<file path="src/rtl/video_pkg.sv">
// Shared video-path definitions: FVH flag bit positions, default geometry, locator FSM states.
package video_pkg;

  localparam int F_BIT = 2;
  localparam int V_BIT = 1;
  localparam int H_BIT = 0;

  localparam int DEF_X_W = 10;
  localparam int DEF_Y_W = 9;

  typedef enum logic [2:0] {
    SYNC,
    BLANK_V,
    WAIT_LINE,
    LINE,
    EMIT
  } lll_state_t;

endpackage

</file>
<file path="src/rtl/laser_line_locator_if.sv">
// Thresholded pixel stream in, per-row stripe report out; master drives pixels, slave is the locator.
interface laser_line_locator_if #(
  parameter int X_W = video_pkg::DEF_X_W,
  parameter int Y_W = video_pkg::DEF_Y_W
);

  logic [7:0]     din;
  logic [2:0]     fvh_in;
  logic           dv_in;
  logic           row_valid;
  logic [Y_W-1:0] row_idx;
  logic [X_W-1:0] centre;
  logic [X_W-1:0] run_len;
  logic           found;
  logic           field_out;
  logic           frame_done;

  modport master (
    output din, fvh_in, dv_in,
    input  row_valid, row_idx, centre, run_len, found, field_out, frame_done
  );

  modport slave (
    input  din, fvh_in, dv_in,
    output row_valid, row_idx, centre, run_len, found, field_out, frame_done
  );

endinterface

</file>
<file path="src/rtl/laser_line_locator_run_tracker.sv">
// Tracks the current white run and the best (longest, leftmost) run of a line.
// best_* outputs already fold in a run still open at line_end; state clears on line_end.
module run_tracker
  import video_pkg::*;
#(
  parameter int X_W     = DEF_X_W,
  parameter int MIN_RUN = 3
) (
  input  logic           clk,
  input  logic           rst_n,
  input  logic           pixel,
  input  logic           active,
  input  logic           line_end,
  input  logic [X_W-1:0] col,
  output logic [X_W-1:0] best_start,
  output logic [X_W-1:0] best_len,
  output logic           found
);

  localparam logic [X_W-1:0] MIN_L = X_W'(MIN_RUN);

  logic           open_run;
  logic           cur_wins;
  logic [X_W-1:0] cur_start, cur_len;
  logic [X_W-1:0] best_start_q, best_len_q;

  // Strictly greater keeps the leftmost of equal-length runs.
  assign cur_wins   = open_run && (cur_len >= MIN_L) && (cur_len > best_len_q);
  assign best_start = cur_wins ? cur_start : best_start_q;
  assign best_len   = cur_wins ? cur_len   : best_len_q;
  assign found      = (best_len >= MIN_L);

  always_ff @(posedge clk or negedge rst_n) begin
    if (!rst_n) begin
      open_run     <= 1'b0;
      cur_start    <= '0;
      cur_len      <= '0;
      best_start_q <= '0;
      best_len_q   <= '0;
    end else if (line_end) begin
      open_run     <= 1'b0;
      cur_start    <= '0;
      cur_len      <= '0;
      best_start_q <= '0;
      best_len_q   <= '0;
    end else if (active) begin
      if (pixel) begin
        if (open_run) begin
          if (cur_len != '1) cur_len <= cur_len + X_W'(1);
        end else begin
          open_run  <= 1'b1;
          cur_start <= col;
          cur_len   <= X_W'(1);
        end
      end else begin
        if (cur_wins) begin
          best_start_q <= cur_start;
          best_len_q   <= cur_len;
        end
        open_run <= 1'b0;
      end
    end
  end

endmodule

</file>
<file path="src/rtl/laser_line_locator.sv">
// Per active line, reports centre/width/row of the longest white run (laser stripe).
// Result registered on the line-end sample edge; no backpressure, dv_in=0 simply stalls.
module laser_line_locator
  import video_pkg::*;
#(
  parameter int X_W     = DEF_X_W,
  parameter int Y_W     = DEF_Y_W,
  parameter int MIN_RUN = 3
) (
  input logic                 clk,
  input logic                 rst_n,
  laser_line_locator_if.slave bus
);

  lll_state_t     state, state_nxt;
  logic           qual, active_px, trk_active, line_end, fd_set;
  logic           exit_v, field_lat, trk_found;
  logic [X_W-1:0] x, col, best_start, best_len;
  logic [Y_W-1:0] row_cnt;
  logic [X_W:0]   ctr_sum;
  logic           unused_din;

  // Only the MSB carries information after thresholding.
  assign unused_din = ^bus.din[6:0];

  assign qual       = bus.dv_in;
  assign active_px  = qual && (bus.fvh_in[V_BIT:H_BIT] == 2'b00);
  assign trk_active = active_px && ((state == WAIT_LINE) || (state == LINE));
  assign line_end   = (state == LINE) && qual && (bus.fvh_in[V_BIT] || bus.fvh_in[H_BIT]);
  assign col        = (state == LINE) ? x : '0;
  assign ctr_sum    = {1'b0, best_start} + {1'b0, best_start} + {1'b0, best_len} - (X_W+1)'(1);

  run_tracker #(.X_W(X_W), .MIN_RUN(MIN_RUN)) u_run_tracker (
    .clk        (clk),
    .rst_n      (rst_n),
    .pixel      (bus.din[7]),
    .active     (trk_active),
    .line_end   (line_end),
    .col        (col),
    .best_start (best_start),
    .best_len   (best_len),
    .found      (trk_found)
  );

  always_comb begin
    state_nxt = state;
    fd_set    = 1'b0;
    unique case (state)
      SYNC:      if (qual && bus.fvh_in[V_BIT]) state_nxt = BLANK_V;
      BLANK_V:   if (qual && !bus.fvh_in[V_BIT]) state_nxt = WAIT_LINE;
      WAIT_LINE: begin
        if (qual && bus.fvh_in[V_BIT]) begin
          state_nxt = BLANK_V;
          fd_set    = (row_cnt != '0);
        end else if (active_px) begin
          state_nxt = LINE;
        end
      end
      LINE:      if (line_end) state_nxt = EMIT;
      EMIT: begin
        state_nxt = exit_v ? BLANK_V : WAIT_LINE;
        fd_set    = exit_v;
      end
      default:   state_nxt = SYNC;
    endcase
  end

  always_ff @(posedge clk or negedge rst_n) begin
    if (!rst_n) begin
      state          <= SYNC;
      x              <= '0;
      row_cnt        <= '0;
      field_lat      <= 1'b0;
      exit_v         <= 1'b0;
      bus.row_valid  <= 1'b0;
      bus.row_idx    <= '0;
      bus.centre     <= '0;
      bus.run_len    <= '0;
      bus.found      <= 1'b0;
      bus.field_out  <= 1'b0;
      bus.frame_done <= 1'b0;
    end else begin
      state          <= state_nxt;
      bus.row_valid  <= line_end;
      bus.frame_done <= fd_set;

      if ((state == BLANK_V) && (state_nxt == WAIT_LINE)) row_cnt <= '0;
      else if ((state == EMIT) && (row_cnt != '1))        row_cnt <= row_cnt + Y_W'(1);

      // The first active pixel is column 0, so the counter leaves WAIT_LINE at 1.
      if ((state == WAIT_LINE) && active_px) begin
        x         <= X_W'(1);
        field_lat <= bus.fvh_in[F_BIT];
      end else if ((state == LINE) && active_px && (x != '1)) begin
        x <= x + X_W'(1);
      end

      if (line_end) begin
        exit_v        <= bus.fvh_in[V_BIT];
        bus.row_idx   <= row_cnt;
        bus.field_out <= field_lat;
        bus.found     <= trk_found;
        bus.centre    <= trk_found ? ctr_sum[X_W:1] : '0;
        bus.run_len   <= trk_found ? best_len : '0;
      end
    end
  end

endmodule

</file>
<file path="src/flat_wrapper.sv">
// flat-port wrapper written by rule: the top's interface ports become plain ports
module laser_line_locator_flat import video_pkg::*;
#(
  parameter int X_W     = DEF_X_W,
  parameter int Y_W     = DEF_Y_W,
  parameter int MIN_RUN = 3
)
  (clk, rst_n, bus_din, bus_fvh_in, bus_dv_in, bus_row_valid, bus_row_idx, bus_centre, bus_run_len, bus_found, bus_field_out, bus_frame_done);
  laser_line_locator_if #(.X_W(X_W), .Y_W(Y_W)) bus_i ();
  input logic clk;
  input logic rst_n;
  input wire logic [$bits(bus_i.din)-1:0] bus_din;
  input wire logic [$bits(bus_i.fvh_in)-1:0] bus_fvh_in;
  input wire logic [$bits(bus_i.dv_in)-1:0] bus_dv_in;
  output wire logic [$bits(bus_i.row_valid)-1:0] bus_row_valid;
  output wire logic [$bits(bus_i.row_idx)-1:0] bus_row_idx;
  output wire logic [$bits(bus_i.centre)-1:0] bus_centre;
  output wire logic [$bits(bus_i.run_len)-1:0] bus_run_len;
  output wire logic [$bits(bus_i.found)-1:0] bus_found;
  output wire logic [$bits(bus_i.field_out)-1:0] bus_field_out;
  output wire logic [$bits(bus_i.frame_done)-1:0] bus_frame_done;
  assign bus_i.din = bus_din;
  assign bus_i.fvh_in = bus_fvh_in;
  assign bus_i.dv_in = bus_dv_in;
  assign bus_row_valid = bus_i.row_valid;
  assign bus_row_idx = bus_i.row_idx;
  assign bus_centre = bus_i.centre;
  assign bus_run_len = bus_i.run_len;
  assign bus_found = bus_i.found;
  assign bus_field_out = bus_i.field_out;
  assign bus_frame_done = bus_i.frame_done;
  laser_line_locator #(.X_W(X_W), .Y_W(Y_W), .MIN_RUN(MIN_RUN)) u_core (.clk(clk), .rst_n(rst_n), .bus(bus_i));
endmodule
</file>
<file path="config.mk">
export PLATFORM = sky130hd
export DESIGN_NAME = laser_line_locator_flat
export DESIGN_NICKNAME = d
export VERILOG_FILES = /design/src/rtl/video_pkg.sv /design/src/rtl/laser_line_locator_if.sv /design/src/rtl/laser_line_locator_run_tracker.sv /design/src/rtl/laser_line_locator.sv /design/src/flat_wrapper.sv
export SDC_FILE = /design/constraint.sdc
export NUM_CORES = 1
export LEC_CHECK = 0
export BUFFER_PORTS_ARGS = -buffer_cell sky130_fd_sc_hd__buf_2
export CORE_UTILIZATION = 50
export DETAILED_ROUTE_END_ITERATION = 8
export GPL_TIMING_DRIVEN = 1
export PLACE_DENSITY = 0.69
export SLEW_MARGIN = 25
export SYNTH_ARGS = -nofsm -noshare
export SYNTH_HDL_FRONTEND = slang
export SYNTH_HIERARCHICAL = 1
export SYNTH_SLANG_ARGS = --single-unit
</file>
<file path="constraint.sdc">
create_clock -name clk -period 11.05 [get_ports clk]
set_input_delay 2.21 -clock clk [delete_from_list [all_inputs] [get_ports clk]]
set_output_delay 2.21 -clock clk [all_outputs]
set_load 0.05 [all_outputs]
</file>
==> reports/results.tsv <==
metric	value	unit
Post-Syn Area	0.00573	mm2
Final #Nets	706	
RSZ-0062 raised after global routing	false	
Final ANT Viol Nets	0	
worst ir drop on vdd	122	uV
crit path capture type	flip-flop	
clk_lat worst skew	0.35	ns
final setup TNS	0	ns
antenna cells	0	
TritonCTS Buffers	9	
GP Congestion	0.888	
WL per Instance	14.7	um
htree depth	3	
Max stage delay cell, worst path	or3_1	
period utilization	41.5	%
cts hold-fix bufs	0	
startpoint types	flip-flop	
DRC errors left	0	
Sinks on Clock Net	98	
All-Layer GR Usage	21.3	%
LEAKAGE	2.99	nW
setup ws final	6.46	ns
Seq/Total Area, Yosys	42.8	%
Clock Tree Buf Depth	2	
Final setup viols	0	
post-placement setup slack	6.37	ns
number of synthesized flops with an enable pin	0	
CTS tree	yes	
Worst EP arrival	4.81	ns
cts repair resizes	0	
Synth Instances	631	
DRT iter0 DRCs	216	
share of cells above drive strength 1	13.9	%
worst min path class	flip-flop to flip-flop	
Die H	109	um
DR vias/cell	5.51	
max incr delay on CP	0.78	ns
initial antenna violation count	0	
async set-reset flop share out of synthesis	100	%
worst clock skew	0.0102	ns
First-pass DRT Iterations	5	
gr ovfl total	0	
CP Data Required Time	11.27	ns
status	finished, final reports clean	
die area	0.0119	mm2
worst hold path cell count	2	
Fmax	218	MHz
Hold Vio Cnt, Final	0	
Yosys reg bits	98	
Clock transition at path regs	0.07	ns
Root Driver	clkbuf_16	
routed wire length	11800	um
via count	4425	
Max transition margin	38.2	%
DP HPWL	8270	um
number of global-route vias before repair	4260	
prevailing post-synth register cell	dfrtp_1	
Die W	109	um
row count	38	
min cycle time layout	4.59	ns
# port buffers	39	
Starting Density	52.2	%
Hold WS	0.469	ns
YS warnings	6	
kind of critical path	flip-flop to flip-flop	
Post-CTS Setup Bufs	0	
maxcap violations	0	
largest net degree at the start of global routing	67	
first-pass GRT wire length	19600	um
Worst R2R Path Depth	17	
Syn Area/Cell	9.09	um2
crit-path cells	ha_1 > a21oi_1 > o21ai_1 > a2111oi_4 > or3_1 > mux2_2 > inv_1 > ha_1 > inv_1 > ha_1 > inv_1 > fa_1 > nor2b_1 > o31ai_1 > a2bb2oi_1 > xnor2_1 > o21ai_0	
Worst Tran Pin Value	0.927	ns
CORE AREA	0.0110	mm2
IO Pins	47	
fill cell count	957	
Max Fanout on Critical Path	21	
Synth-to-Final Area Change	10.2	%
Final Max Tran Viols	0	
Distinct cells, synth	62	
Syn Nets	679	
Pwr Density	178	mW/mm2
[critical path, delay by kind of cell (launching register included)]
family | cells | cell delay (ns)
xor+xnor | 1 | 0.15
mux | 1 | 0.47
simple gates | 2 | 0.97
buf+inv | 3 | 0.20
flops | 1 | 0.48
compound gates | 6 | 1.05
fa+ha+maj | 4 | 1.15
[area by class of cell]
| cell class | count | area, um2 | area share (%) |
|---|---|---|---|
| Multi-Input combinational cell | 447 | 2920 | 46.2 |
| Sequential cell | 98 | 2450 | 38.8 |
| Clock buffer | 11 | 253 | 4.00 |
| Timing Repair Buffer | 45 | 243 | 3.84 |
| Inverter | 57 | 219 | 3.47 |
| Tap cell | 140 | 175 | 2.77 |
| Clock inverter | 5 | 60.1 | 0.950 |
[cells in the final DEF (no fill, tap or decap), types with 3 or more instances in the layout]
cell and count:
nor4_1 4, xnor2_1 18, and2_1 10, nor3_1 11
ha_1 33, mux2_1 3, a211oi_1 4, nand3_1 18
buf_4 7, and3_1 6, inv_1 56, o21ai_0 51
nand4_1 7, nand2_1 111, buf_2 38, xor2_1 9
or3b_1 19, nor2_1 33, nand2b_1 4, dfrtp_1 98
o211ai_1 3, a31oi_1 3, or3_1 4, a21oi_1 35
mux2_2 17, mux2i_1 4, clkbuf_16 9
[metrics by stage]
stage	total power, W	cells	utilization, %	cell area, um2
6_report	0.00112	803	57.5	6320
5_1_grt	0.00119	803	57.5	6320
4_1_cts	0.00113	803	57.5	6310
3_5_place_dp	0.000803	787	54.6	6000
3_3_place_gp	0.000791	787	54.6	6000
2_1_floorplan	0.000721	631	-	5730
[Yosys cell counts (3+ instances only)]
master / number / area (um2)
nand2_1: 111 / 417
dfrtp_1: 98 / 2450
inv_1: 56 / 210
o21ai_0: 51 / 255
a21oi_1: 35 / 175
ha_1: 33 / 413
nor2_1: 33 / 124
or3b_1: 19 / 166
nand3_1: 18 / 90.1
xnor2_1: 18 / 158
mux2_2: 17 / 191
clkbuf_1: 14 / 52.6
nor3_1: 11 / 55.1
and2_1: 10 / 62.6
xor2_1: 9 / 78.8
nand4_1: 7 / 43.8
and3_1: 6 / 37.5
buf_2: 5 / 25.0
buf_6: 5 / 56.3
a211oi_1: 4 / 30.0
mux2i_1: 4 / 40.0
nand2b_1: 4 / 25.0
nor4_1: 4 / 25.0
or3_1: 4 / 25.0
a31oi_1: 3 / 18.8
buf_4: 3 / 22.5
mux2_1: 3 / 33.8
o211ai_1: 3 / 22.5
[path summary, 6_finish.rpt]
kind                                                      endpoint  slack, ns                       startpoint
worst max-delay path                          u_core/bus.centre[8]       6.46  u_core/u_run_tracker/cur_len[3]
worst min-delay path                         u_core/bus.row_idx[6]       0.47            u_core/bus.row_idx[6]
worst max register to register                u_core/bus.centre[8]       6.46  u_core/u_run_tracker/cur_len[3]
worst min register to register               u_core/bus.row_idx[6]       0.47            u_core/bus.row_idx[6]
max in group asynchronous                    u_core/bus.row_idx[0]       8.09                            rst_n
min in group asynchronous       u_core/u_run_tracker/best_len_q[6]       1.80                            rst_n
[cell families after synthesis]
group / synth area share [%]
xor+xnor: 4.12
simple gates: 22.6
compound gates: 11.6
fa+ha+maj: 7.55
mux: 4.63
buf+inv: 6.72
flops: 42.8
[flip-flops by register name, indices dropped and copies added (netlist names), 3 cells and up]
name	cells
u_core/u_run_tracker/cur_start	10
u_core/state	3
u_core/row_cnt	9
u_core/u_run_tracker/best_len_q	10
u_core/u_run_tracker/best_start_q	10
u_core/bus.row_idx	9
u_core/bus.centre	10
u_core/bus.run_len	10
u_core/x	10
u_core/u_run_tracker/cur_len	10
[power breakdown]
| part | switching [W] | internal (W) |
|---|---|---|
| clock | 0.000137 | 0.000189 |
| combinational | 0.000221 | 0.000109 |
| sequential | 0.0000580 | 0.000410 |
[per-layer routing]
metal | GRT usage (%) | vias up | part of all wire, %
li1 | - | 2197 | -
met1 | 26.6 | 2130 | 45
met2 | 35.4 | 75 | 49
met3 | 4.30 | 23 | 3.1
met4 | 9.94 | 0 | 2.7
met5 | 0 | - | 0
No activity file was read; power rests on OpenSTA's default activity.
